<file path="config.mk">
export PLATFORM = sky130hd
export DESIGN_NAME = function_generator
export DESIGN_NICKNAME = d
export VERILOG_FILES = /design/src/rtl/function_generator.sv
export SDC_FILE = /design/constraint.sdc
export NUM_CORES = 1
export LEC_CHECK = 0
export ABC_AREA = 1
export CORE_MARGIN = 1
export CORE_UTILIZATION = 52
export CTS_BUF_LIST = sky130_fd_sc_hd__clkbuf_16
export CTS_CLUSTER_DIAMETER = 150
export DETAILED_ROUTE_END_ITERATION = 16
export PLACE_DENSITY = 0.76
export SETUP_SLACK_MARGIN = 0.1
export SLEW_MARGIN = 5
export SYNTH_ARGS = -nofsm -noshare
export SYNTH_HDL_FRONTEND = slang
export SYNTH_SLANG_ARGS = --single-unit
</file>
<file path="constraint.sdc">
create_clock -name sys_clk_i -period 2.1 [get_ports sys_clk_i]
set_input_delay 0.42 -clock sys_clk_i [delete_from_list [all_inputs] [get_ports sys_clk_i]]
set_output_delay 0.42 -clock sys_clk_i [all_outputs]
set_load 0.01 [all_outputs]
</file>
<file path="src/rtl/function_generator.sv">
// Two-channel DDS function generator configured over an SPI-slave register port.
// SPI lines are synchronized into sys_clk and decoded by a small framing FSM.
//
//   state  | meaning
//   S_IDLE | no frame active; SCK ignored, MISO driven low
//   S_CMD  | shifting in byte0 {rw, addr[6:0]}; MISO presents ID_VALUE
//   S_DATA | data bytes; address auto-increments after each byte
module function_generator #(
    parameter int         OUT_W    = 12,
    parameter logic [7:0] ID_VALUE = 8'hA5
) (
    input  logic             sys_clk_i,
    input  logic             sys_rst_i,
    output logic [OUT_W-1:0] dds_ch1_o,
    output logic [OUT_W-1:0] dds_ch2_o,
    input  logic             int_clk_i,
    input  logic             int_mosi_i,
    output logic             int_miso_o,
    input  logic             int_cs_i
);

    typedef enum logic [1:0] {S_IDLE, S_CMD, S_DATA} spi_state_t;

    // Stage [2] of SCK/CS is the previous synchronized value for edge detection.
    logic [2:0]  sck_q, cs_q;
    logic [1:0]  mosi_q;
    logic        sck_rise, sck_fall, cs_fall, cs_rise;

    spi_state_t  state_q;
    logic [2:0]  bit_cnt_q;
    logic [6:0]  rx_sh_q;
    logic        rw_q;
    logic [6:0]  addr_q;
    logic [7:0]  miso_sh_q;
    logic        wr_en_q;
    logic [6:0]  wr_addr_q;
    logic [7:0]  wr_data_q;
    logic [7:0]  rd_data_d;

    logic [1:0]  ctrl_q, wave1_q, wave2_q;
    logic [31:0] ftw1_sh_q, ftw1_q, ftw2_sh_q, ftw2_q;
    logic [31:0] acc1_q, acc2_q, acc1_d, acc2_d;
    logic [OUT_W-1:0] ch1_q, ch2_q;

    always_ff @(posedge sys_clk_i) begin
        if (sys_rst_i) begin
            sck_q  <= '0;
            cs_q   <= '0;
            mosi_q <= '0;
        end else begin
            sck_q  <= {sck_q[1:0], int_clk_i};
            cs_q   <= {cs_q[1:0], int_cs_i};
            mosi_q <= {mosi_q[0], int_mosi_i};
        end
    end

    assign sck_rise = sck_q[1] & ~sck_q[2];
    assign sck_fall = ~sck_q[1] & sck_q[2];
    assign cs_fall  = ~cs_q[1] & cs_q[2];
    assign cs_rise  = cs_q[1] & ~cs_q[2];

    always_ff @(posedge sys_clk_i) begin
        if (sys_rst_i) begin
            state_q   <= S_IDLE;
            bit_cnt_q <= '0;
            rx_sh_q   <= '0;
            rw_q      <= 1'b0;
            addr_q    <= '0;
            miso_sh_q <= '0;
            wr_en_q   <= 1'b0;
            wr_addr_q <= '0;
            wr_data_q <= '0;
        end else begin
            wr_en_q <= 1'b0;
            if (cs_rise) begin
                state_q   <= S_IDLE;
                bit_cnt_q <= '0;
            end else if (cs_fall) begin
                state_q   <= S_CMD;
                bit_cnt_q <= '0;
                miso_sh_q <= ID_VALUE;
            end else if (state_q != S_IDLE) begin
                if (sck_rise) begin
                    rx_sh_q   <= {rx_sh_q[5:0], mosi_q[1]};
                    bit_cnt_q <= bit_cnt_q + 3'd1;
                    if (bit_cnt_q == 3'd7) begin
                        if (state_q == S_CMD) begin
                            rw_q    <= rx_sh_q[6];
                            addr_q  <= {rx_sh_q[5:0], mosi_q[1]};
                            state_q <= S_DATA;
                        end else begin
                            wr_en_q   <= rw_q;
                            wr_addr_q <= addr_q;
                            wr_data_q <= {rx_sh_q, mosi_q[1]};
                            addr_q    <= addr_q + 7'd1;
                        end
                    end
                end else if (sck_fall) begin
                    // The fall after a completed byte loads the next reply byte instead of shifting.
                    if (state_q == S_DATA && bit_cnt_q == 3'd0)
                        miso_sh_q <= rw_q ? 8'h00 : rd_data_d;
                    else
                        miso_sh_q <= {miso_sh_q[6:0], 1'b0};
                end
            end
        end
    end

    assign int_miso_o = (state_q != S_IDLE) & miso_sh_q[7];

    always_comb begin
        rd_data_d = 8'h00;
        case (addr_q)
            7'h00: rd_data_d = ID_VALUE;
            7'h01: rd_data_d = {6'b0, ctrl_q};
            7'h02: rd_data_d = {6'b0, wave1_q};
            7'h03: rd_data_d = ftw1_sh_q[31:24];
            7'h04: rd_data_d = ftw1_sh_q[23:16];
            7'h05: rd_data_d = ftw1_sh_q[15:8];
            7'h06: rd_data_d = ftw1_sh_q[7:0];
            7'h07: rd_data_d = {6'b0, wave2_q};
            7'h08: rd_data_d = ftw2_sh_q[31:24];
            7'h09: rd_data_d = ftw2_sh_q[23:16];
            7'h0A: rd_data_d = ftw2_sh_q[15:8];
            7'h0B: rd_data_d = ftw2_sh_q[7:0];
            default: rd_data_d = 8'h00;
        endcase
    end

    // Writing the FTW LSB byte publishes the whole shadow word at once.
    always_ff @(posedge sys_clk_i) begin
        if (sys_rst_i) begin
            ctrl_q    <= '0;
            wave1_q   <= '0;
            wave2_q   <= '0;
            ftw1_sh_q <= '0;
            ftw1_q    <= '0;
            ftw2_sh_q <= '0;
            ftw2_q    <= '0;
        end else if (wr_en_q) begin
            case (wr_addr_q)
                7'h01: ctrl_q  <= wr_data_q[1:0];
                7'h02: wave1_q <= wr_data_q[1:0];
                7'h03: ftw1_sh_q[31:24] <= wr_data_q;
                7'h04: ftw1_sh_q[23:16] <= wr_data_q;
                7'h05: ftw1_sh_q[15:8]  <= wr_data_q;
                7'h06: begin
                    ftw1_sh_q[7:0] <= wr_data_q;
                    ftw1_q         <= {ftw1_sh_q[31:8], wr_data_q};
                end
                7'h07: wave2_q <= wr_data_q[1:0];
                7'h08: ftw2_sh_q[31:24] <= wr_data_q;
                7'h09: ftw2_sh_q[23:16] <= wr_data_q;
                7'h0A: ftw2_sh_q[15:8]  <= wr_data_q;
                7'h0B: begin
                    ftw2_sh_q[7:0] <= wr_data_q;
                    ftw2_q         <= {ftw2_sh_q[31:8], wr_data_q};
                end
                default: ;
            endcase
        end
    end

    function automatic logic [OUT_W-1:0] shape(input logic [OUT_W-1:0] p, input logic [1:0] wave);
        logic [OUT_W-1:0] r;
        case (wave)
            2'd0:    r = p;
            2'd1:    r = p[OUT_W-1] ? ~{p[OUT_W-2:0], 1'b0} : {p[OUT_W-2:0], 1'b0};
            2'd2:    r = {OUT_W{p[OUT_W-1]}};
            default: r = {1'b1, {(OUT_W-1){1'b0}}};
        endcase
        return r;
    endfunction

    assign acc1_d = acc1_q + ftw1_q;
    assign acc2_d = acc2_q + ftw2_q;

    always_ff @(posedge sys_clk_i) begin
        if (sys_rst_i) begin
            acc1_q <= '0;
            acc2_q <= '0;
            ch1_q  <= '0;
            ch2_q  <= '0;
        end else begin
            acc1_q <= ctrl_q[0] ? acc1_d : 32'd0;
            acc2_q <= ctrl_q[1] ? acc2_d : 32'd0;
            ch1_q  <= ctrl_q[0] ? shape(acc1_q[31 -: OUT_W], wave1_q) : '0;
            ch2_q  <= ctrl_q[1] ? shape(acc2_q[31 -: OUT_W], wave2_q) : '0;
        end
    end

    assign dds_ch1_o = ch1_q;
    assign dds_ch2_o = ch2_q;

endmodule

</file>
==> flow_summary.ini <==
[clocking]
numCtsBuffers = 28
clkLatencyLatePin_ns = 0.56
clk_pin_slew_ns = 0.06
cts_root_buf = clkbuf_16
cts_tree = yes
htreeDepth = 1
cts.sinks = 258
clk_path_buf_depth = 3

[yosys]
seq_area_frac_synth_pct = 38.6
ys_ff_latch = 258
netlist_area_um2 = 13400
synth_top_area_share_pct = 38.6
synth_cells = 1922
yosysUniqueCellTypes = 52
synth.yosys.warnings = 0
yosysTopAreaCell = dfxtp_1
async_flop_share_pct = 0
syn_area_per_cell_um2 = 6.97
syn-num-nets = 2000
synth_area_leaders = dfxtp_1 (39%), nor2_1 (10%), nand2_1 (9.5%)
synth_edf_count = 0
synth_top_flop_cell = dfxtp_1

[floorplan]
die_x_um = 162
core_um2 = 25300
rows = 58
ios = 30
die_area_um2 = 26400
die_y_um = 162
initial_core_util_pct = 53.0

[setup_path]
startpoint_type = register
reg2reg_to = acc2_q[31]$_SDFF_PP0_
r2r_setup_slack_ns = 0.15
crit_chain = ha_1 > nand2_1 > nor2_1 > inv_1 > o21ai_0 > a21oi_1 > nand2_1 > nand2_1 > a21oi_1
crit_required_ns = 2.57
worst_path_max_delay_cell = ha_1
timing.rr.start = acc2_q[21]$_SDFF_PP0_
cpMostUsedCell = nand2_1
r2r_cells = 9
worstSetupPathType = reg -> reg
slowest_delay_ns = 0.41
crit_end = acc2_q[31]$_SDFF_PP0_
cp-startpoint = acc2_q[21]$_SDFF_PP0_
cp_max_fo = 6
cp.arrival_ns = 2.42
cp-end-kind = register

[routing]
drtAntennaViolNets = 0
dr_total_vias = 12900
drt_iter0_markers = 1025
wl_per_cell_um = 16.3
routed_wl_um = 37700
drcViolationCount = 0
dr.pass1.iters = 5
viasPerCell = 5.58

[global_routing]
grt_pass1_wl_um = 59700
antenna_found_initial = 0
track_usage_pct = 28.1
grt_pass1_vias = 12100
grt_max_degree = 64
overflow = 0

[power_and_ir_drop]
power_frac_comb_pct = 1.1
internal-power_uw = 7910
seqPwrFrac_pct = 49.1
p_leak_uw = 0.00666
power_density_nw_per_um2 = 646
total_power_uw = 10000
p_sw_share_pct = 21.0
power.switching_uw = 2100
p_clk_share_pct = 49.9
max-vdd-ir-drop_v = 0.000649

[layout]
final_nets = 2042
drive_gt1_share_pct = 11.1
diodes = 0
fillers = 2271
area_delta_synth_final_pct = 15.7
fin_util_pct = 61.3

[placement]
portBuffers = 29
dp_hpwl_um = 27400
gp_congestion = 0.940

[min_path]
hold_class = in -> reg
worstHoldPathCells = 3

[timing]
slew_headroom_pct = 48.5
min_period_ns = 1.95
period_share_pct = 93.1
grt_setup_unrepaired = true
drv_slew = 0
setup_viol_count_final = 0
max_freq_mhz = 512
skew_ns = 0.0157
finalHoldViolCount = 0
worstMarginPinSlew_ns = 0.772

[outcome]
status = finished, final reports clean

[run]
cap_violations = 0
-- Yosys cell counts (all sizes together) (19+ instances only) --
master / n
nor2: 380
or2: 19
dfxtp: 258
a31oi: 22
clkbuf: 43
o21ai: 219
a21oi: 197
nand2: 341
nor3: 26
ha: 71
nand3: 89
inv: 152
-- power groups by stage --
stage | registers [uW] | clock network, uW | logic, uW
floorplan | 5020 | 0 | 70.9
global placement | 5020 | 0 | 105
detailed placement | 5020 | 0 | 107
CTS | 4910 | 5040 | 107
global route | 4910 | 5250 | 120
finish | 4910 | 4990 | 108
-- metrics by stage --
step	instances	TNS (ns)	setup slack, ns	area, um^2	hold WS (ns)
2_1_floorplan	1922	0	0.168	13400	0.388
3_3_place_gp	2257	0	0.0438	14100	0.390
3_5_place_dp	2257	-0.0360	-0.0345	14100	0.396
4_1_cts	2307	0	0.107	15100	0.368
5_1_grt	2314	0	0.0639	15500	0.388
6_report	2314	0	0.146	15500	0.377
-- flip-flops by register name, summed over array words and instances (netlist names), 3 cells and up --
| signal | cells |
|---|---|
| miso_sh_q | 8 |
| acc1_q | 32 |
| bit_cnt_q | 3 |
| ftw2_sh_q | 31 |
| wr_data_q | 8 |
| cs_q | 3 |
| ftw1_sh_q | 31 |
| dds_ch1_o | 12 |
| acc2_q | 32 |
| rx_sh_q | 7 |
| sck_q | 3 |
| ftw1_q | 25 |
| ftw2_q | 25 |
| dds_ch2_o | 12 |
| addr_q | 7 |
| wr_addr_q | 7 |
-- logic make-up (layout without fill, tap and decap cells) --
logic type | Yosys count | after routing | synth area share, %
simple gates | 881 | 881 | 28.1
compound gates | 489 | 489 | 19.5
flops | 258 | 258 | 38.6
buf+inv | 215 | 277 | 6.47
fa+ha+maj | 73 | 73 | 6.93
xor+xnor | 6 | 6 | 0.392
-- layout make-up --
cell class                      count  area [um^2]  area share [%]
Inverter                          155          589            3.81
Sequential cell                   258         5170            33.4
Tap cell                          330          413            2.67
Clock buffer                       29          726            4.69
Timing Repair Buffer               72          662            4.27
Multi-Input combinational cell   1449         7730            49.9
Clock inverter                     21          195            1.26
-- layout by cell type, fill, tap and decap left out, drive strengths merged, types with 4 or more instances in the layout --
cell           count
nand2            341
clkinv            14
o21ai            219
nand3             89
clkbuf            29
or2               19
bufinv             4
ha                71
o21a              11
a31oi             22
clkdlybuf4s50     28
nor4              10
xor2               4
a21o              10
inv              157
nor3              26
buf               43
o21bai            18
a21oi            197
nor2             380
nand3b             4
dfxtp            258
nand4              9
-- routing by layer --
layer	up-vias	wire length, um	global-route usage [%]
met5	-	0	0
li1	6488	-	-
met1	5991	16500	35.7
met2	335	18100	48.6
met3	100	1680	2.78
met4	0	1370	11.1
-- how the worst min path moves through the flow --
stage | end | from
5_1_grt | cs_q[0]$_SDFF_PP0_ | int_cs_i
4_1_cts | mosi_q[0]$_SDFF_PP0_ | int_mosi_i
6_report | mosi_q[0]$_SDFF_PP0_ | int_mosi_i
3_5_place_dp | cs_q[1]$_SDFF_PP0_ | cs_q[0]$_SDFF_PP0_
2_1_floorplan | cs_q[1]$_SDFF_PP0_ | cs_q[0]$_SDFF_PP0_
3_3_place_gp | sck_q[1]$_SDFF_PP0_ | sck_q[0]$_SDFF_PP0_
-- worst max-delay path, delay by kind of cell, from the launching register on --
kind / cells / cell delay, ns
AND/OR/NAND/NOR: 4 / 0.42
adder cells (fa/ha/maj): 1 / 0.41
flip-flops: 1 / 0.36
AO/OA/AOI/OAI: 3 / 0.58
buffers and inverters: 1 / 0.10
-- repair_timing --
action,CTS,global route
endpoints found under the setup margin,21,43
resized for setup,11,94
setup buffers,0,7
hold buffers,0,0
pin swaps,1,17
Note: power is estimated with default switching activity, not from simulation.
